**src/rtl/peripheral_sensor_acq.sv**
```systemverilog
// rtl/peripheral_sensor_acq.sv - debounced probe acquisition with counters, sticky flags and bus registers
// Optional irq output and IRQ_MASK register at 0x14 when SENSOR_IRQ_EN is defined.
module peripheral_sensor_acq #(
    parameter int DEBOUNCE_CYCLES = 250000,
    parameter int CNT_W           = 16
) (
    input  logic        clk,
    input  logic        resetn,
    input  logic        cs,
    input  logic [4:0]  addr,
    input  logic        rd,
    input  logic        wr,
    input  logic [31:0] d_in,
    output logic [31:0] d_out,
    input  logic [1:0]  probe_in,
    output logic [1:0]  sensor_out
`ifdef SENSOR_IRQ_EN
    ,
    output logic        irq
`endif
);

    localparam int              DB_W    = $clog2(DEBOUNCE_CYCLES + 1);
    localparam logic [DB_W-1:0] DB_LAST = DB_W'(DEBOUNCE_CYCLES);
    localparam logic [CNT_W-1:0] CNT_MAX = '1;

    typedef enum logic {STABLE = 1'b0, CHANGING = 1'b1} db_state_t;

    logic [3:0]       ctrl;
    logic             en;
    logic             mode;
    logic [1:0]       sync_q1;
    logic [1:0]       sync_q2;
    logic [1:0]       stable;
    logic [1:0]       rise;
    logic [1:0]       sticky;
    logic [CNT_W-1:0] evt_cnt [2];
    logic             wr_en;
    logic             rd_en;
    logic [2:0]       idx;
    logic [31:0]      rdata;
    logic [1:0]       irq_mask_val;
    logic             unused_ok;

    assign en        = ctrl[0];
    assign mode      = ctrl[1];
    assign wr_en     = cs & wr;
    assign rd_en     = cs & rd;
    assign idx       = addr[4:2];
    assign unused_ok = ^{addr[1:0], d_in[31:4]};

    always_ff @(posedge clk or negedge resetn) begin
        if (!resetn) begin
            sync_q1 <= 2'b00;
            sync_q2 <= 2'b00;
        end else begin
            sync_q1 <= probe_in;
            sync_q2 <= sync_q1;
        end
    end

    for (genvar i = 0; i < 2; i++) begin : g_ch
        db_state_t       state;
        db_state_t       state_nx;
        logic [DB_W-1:0] cnt;
        logic [DB_W-1:0] cnt_nx;
        logic [DB_W-1:0] cnt_inc;
        logic            stable_q;
        logic            stable_nx;

        assign stable[i] = stable_q;
        assign rise[i]   = stable_nx & ~stable_q;

        always_ff @(posedge clk or negedge resetn) begin
            if (!resetn) begin
                state    <= STABLE;
                cnt      <= '0;
                stable_q <= 1'b0;
            end else begin
                state    <= state_nx;
                cnt      <= cnt_nx;
                stable_q <= stable_nx;
            end
        end

        // cnt_inc is the count this cycle would reach; hitting the limit commits the new level.
        always_comb begin
            state_nx  = state;
            cnt_nx    = cnt;
            stable_nx = stable_q;
            cnt_inc   = (state == STABLE) ? DB_W'(1) : cnt + DB_W'(1);
            if (!en) begin
                state_nx = STABLE;
                cnt_nx   = '0;
            end else if (sync_q2[i] == stable_q) begin
                state_nx = STABLE;
                cnt_nx   = '0;
            end else if (cnt_inc == DB_LAST) begin
                state_nx  = STABLE;
                cnt_nx    = '0;
                stable_nx = sync_q2[i];
            end else begin
                state_nx = CHANGING;
                cnt_nx   = cnt_inc;
            end
        end
    end

    always_ff @(posedge clk or negedge resetn) begin
        if (!resetn) begin
            ctrl       <= 4'h0;
            sticky     <= 2'b00;
            evt_cnt[0] <= '0;
            evt_cnt[1] <= '0;
            d_out      <= 32'h0;
            sensor_out <= 2'b00;
        end else begin
            if (wr_en && idx == 3'd0)
                ctrl <= d_in[3:0];
            // Hardware set takes priority over a simultaneous write-one-to-clear.
            sticky <= (sticky & ~((wr_en && idx == 3'd2) ? d_in[1:0] : 2'b00)) | rise;
            for (int i = 0; i < 2; i++) begin
                if (wr_en && idx == 3'(3 + i))
                    evt_cnt[i] <= rise[i] ? CNT_W'(1) : '0;
                else if (rise[i] && evt_cnt[i] != CNT_MAX)
                    evt_cnt[i] <= evt_cnt[i] + CNT_W'(1);
            end
            if (rd_en)
                d_out <= rdata;
            sensor_out <= mode ? ctrl[3:2] : (en ? stable : 2'b00);
        end
    end

`ifdef SENSOR_IRQ_EN
    logic [1:0] irq_mask;

    assign irq_mask_val = irq_mask;

    always_ff @(posedge clk or negedge resetn) begin
        if (!resetn) begin
            irq_mask <= 2'b00;
            irq      <= 1'b0;
        end else begin
            if (wr_en && idx == 3'd5)
                irq_mask <= d_in[1:0];
            irq <= |(sticky & irq_mask);
        end
    end
`else
    assign irq_mask_val = 2'b00;
`endif

    always_comb begin
        rdata = 32'h0;
        case (idx)
            3'd0:    rdata = {28'h0, ctrl};
            3'd1:    rdata = {28'h0, sync_q2, stable};
            3'd2:    rdata = {30'h0, sticky};
            3'd3:    rdata = 32'(evt_cnt[0]);
            3'd4:    rdata = 32'(evt_cnt[1]);
            3'd5:    rdata = {30'h0, irq_mask_val};
            default: rdata = 32'h0;
        endcase
    end

endmodule

```
**config.mk**
```make
export PLATFORM = sky130hd
export DESIGN_NAME = peripheral_sensor_acq
export DESIGN_NICKNAME = d
export VERILOG_FILES = /design/src/rtl/peripheral_sensor_acq.sv
export SDC_FILE = /design/constraint.sdc
export NUM_CORES = 1
export LEC_CHECK = 0
export CORE_ASPECT_RATIO = 1.5
export CORE_UTILIZATION = 42
export CTS_BUF_LIST = sky130_fd_sc_hd__clkbuf_8 sky130_fd_sc_hd__clkbuf_16
export CTS_CLUSTER_SIZE = 28
export DETAILED_ROUTE_END_ITERATION = 16
export DONT_BUFFER_PORTS = 1
export GPL_ROUTABILITY_DRIVEN = 0
export PLACE_DENSITY = 0.53
export SETUP_SLACK_MARGIN = 0.02
export SLEW_MARGIN = 30
export SYNTH_ARGS = -nofsm -noshare
export SYNTH_HDL_FRONTEND = slang
export SYNTH_SLANG_ARGS = --single-unit
```
**constraint.sdc**
```tcl
create_clock -name clk -period 4.3 [get_ports clk]
set_input_delay 1.29 -clock clk [delete_from_list [all_inputs] [get_ports clk]]
set_output_delay 1.29 -clock clk [all_outputs]
set_load 0.1 [all_outputs]
```
==> reports/qor.yml <==
path_common_cell: "or4_1"
drt_iter0_markers: 194
root_buffer: "clkbuf_16"
vias_per_cell: 5.74
ir_drop_uv: 171
portBuffers: 0
critPathKind: "reg2reg"
drt_wl_total_um: 13000
initial_utilization_pct: 42.9
synthAdderAreaFrac_pct: 0.900
hold_buffers: 0
leakagePower_nw: 2.40
r2r_end: "evt_cnt[21]$_DFFE_PN0P_"
p_total_mw: 2.43
grt_pass1_wl_um: 21100
critPathMaxStageDelay_ns: 0.52
min-delay-path-class: "reg2reg"
synth_top_area_share_pct: 45.0
area_growth_pct: 6.68
final_cell_area_um2: 5930
vias: 4389
power.share.combinational_pct: 9.3
netlist_area_um2: 5560
path_buf_inv: 1
timing.rr.start: "g_ch[0].cnt[5]$_DFF_PN0_"
period_share_pct: 81.0
power_frac_seq_pct: 54.7
grtUsageTotal_pct: 20.2
num_io_pins: 78
core_um2: 13000
yosys-top-cells-area: "dfrtp_1, nor2_1, a21oi_1"
cts_tree: "done"
path_max_fanout: 32
maxCapViolations: 0
status: "finished, final reports clean"
post-route-drc-count: 0
synth_edf_count: 0
die-area_um2: 13700
diodes: 0
cts_buffers: 9
switching_share_pct: 33.6
overflow: 0
synth-compound-area-share_pct: 13.2
min_to: "sync_q2[1]$_DFF_PN0_"
reg2reg_slack_ns: 0.82
relSlewSlack_pct: 37.4
yosysSeqAreaShare_pct: 45.0
dp_hpwl_um: 9060
setup_viol: 0
numClockSinks: 100
synth_top_flop_cell: "dfrtp_1"
cp.arrival_ns: 3.75
hold-worst-slack_ns: 0.356
skew_ns: 0.0115
ant_nets: 0
fin_cells: 764
path_clk_slew_ns: 0.07
slowest_stage: "nor4_1"
htree_levels: 3
cp_data_required_time_ns: 4.57
dp_cells: 748
p_sw_mw: 0.817
final_core_util_pct: 45.8
die_x_um: 95.9
internal_power_mw: 1.61
hp-start: "sync_q1[1]$_DFF_PN0_"
powerDensity_nw_per_um2: 410
grt_max_degree: 101
finalHoldViolations: 0
tns_ns: 0
placedInstanceArea_um2: 5610
drv_slew: 0
place_ws_ns: 0.842
post_drt_wl_per_cell_um: 17.0
antenna_found_initial: 0
drive_gt1_share_pct: 7.11
synth_cells: 611
chipHeight_um: 143
ctsLongestPathBuffers: 2
end_kind: "flop"
synth_top_family_by_area: "simple AND/OR/NAND/NOR gates"
synthSimpleGateAreaFrac_pct: 26.3
synth_warnings: 0
fin_nets: 648
post_cts_buffers: 0
first_pass_iters: 5
worstSetupPathDepth: 8
rr_worst_depth: 8
synthXorXnorAreaFrac_pct: 5.36
ys_ff_latch: 100
fmax_mhz: 287
grt_pass1_vias: 4234
cpLargestDelayFamily: "simple AND/OR/NAND/NOR gates"
ctsResizeCount: 0
rows: 51
clk_latency_ns: 0.35
async_flop_share_pct: 100
clock_power_share_pct: 36.0
min_delay_path_depth: 0
rsz0062_at_grt: "false"
fin_ws_ns: 0.815
syn_avg_cell_area_um2: 9.10
synth.distinct_cells: 59
path_cells: "nand3_2, nor4_1, mux2_2, a2111o_1, or4_1, buf_4, or4_1, a21oi_1"
worstMarginPinSlew_ns: 0.931
period_needed_ns: 3.48
startpoint_type: "flop"
synth.area.mux_share_pct: 3.80
synth_top_cell_by_area: "dfrtp_1"
[how the worst max path moves through the flow]
stage,startpoint,endpoint,slack (ns)
after global routing,g_ch[0].cnt[0]$_DFF_PN0_,evt_cnt[29]$_DFFE_PN0P_,0.63
after floorplan,g_ch[0].cnt[8]$_DFF_PN0_,evt_cnt[25]$_DFFE_PN0P_,1.17
after global placement,g_ch[0].cnt[5]$_DFF_PN0_,evt_cnt[27]$_DFFE_PN0P_,0.87
after CTS,g_ch[0].cnt[5]$_DFF_PN0_,evt_cnt[31]$_DFFE_PN0P_,0.80
final,g_ch[0].cnt[5]$_DFF_PN0_,evt_cnt[21]$_DFFE_PN0P_,0.82
after detailed placement,g_ch[0].cnt[5]$_DFF_PN0_,evt_cnt[23]$_DFFE_PN0P_,0.84
[Yosys cell counts, drive strengths merged, types with 3 or more instances]
master,count
nand3,28
or4,14
a22oi,15
dfrtp,100
inv,18
nor3,21
nor2,68
nand2b,7
and2,6
nand3b,4
and4,3
mux2i,11
or3,15
o211ai,4
a31o,3
clkbuf,17
mux2,9
nor4,9
and3,13
a21o,3
a21oi,43
nand4,21
xor2,16
nand2,52
buf,24
ha,4
o31ai,9
o21ai,28
nor2b,3
xnor2,18
[logic make-up after synthesis]
kind of cell	Yosys count
other	1
adders and majority gates	4
AOI/OAI and AO/OA	119
DFF	100
xor gates and xnor gates	34
and+or+nand+nor	274
buffers and inverters	59
muxes	20
[per-layer routing]
layer	part of all wire [%]	track usage, %
met2	50	34.0
met1	44	25.1
met3	4.0	4.42
met4	1.8	7.15
met5	0	0
[layout make-up]
cell class                      instances  area, um^2
Timing Repair Buffer                    4        30.0
Multi-Input combinational cell        467        2820
Inverter                               18        67.6
Fill cell                            1279        7020
Clock inverter                          7        92.6
Clock buffer                            9         225
Tap cell                              159         199
Sequential cell                       100        2500
[power by group through the flow]
stage | clock, mW | combinational (mW) | sequential (mW)
floorplan | 0 | 0.220 | 1.30
global placement | 0 | 0.222 | 1.35
detailed placement | 0 | 0.227 | 1.35
CTS | 0.897 | 0.228 | 1.33
global route | 0.930 | 0.256 | 1.35
finish | 0.874 | 0.226 | 1.33
[state kept, by name, indices dropped and copies added, names as in the netlist]
name and cells:
evt_cnt 32, g_ch.cnt 36, ctrl 4, sticky 2, d_out 16, g_ch.state 2
g_ch.stable_q 2, sensor_out 2, sync_q1 2, sync_q2 2
[placed cells by master (no fill, tap or decap), types with 7 or more instances in the layout]
master / synthesis / layout
and3_1: 13 / 13
o21ai_0: 27 / 27
xor2_1: 16 / 16
o31ai_1: 9 / 9
nor3_1: 19 / 19
mux2_2: 9 / 9
nand2_1: 52 / 52
dfrtp_1: 100 / 100
clkbuf_16: 0 / 9
inv_1: 18 / 19
conb_1: 1 / 16
xnor2_1: 18 / 18
or3_1: 14 / 14
mux2i_1: 11 / 11
nand4_1: 19 / 19
nor4_1: 9 / 9
a21oi_1: 43 / 43
a22oi_1: 15 / 15
nand2b_1: 7 / 7
nand3_1: 25 / 25
nor2_1: 68 / 68
or4_1: 14 / 14
Note: power is estimated with default switching activity, not from simulation.
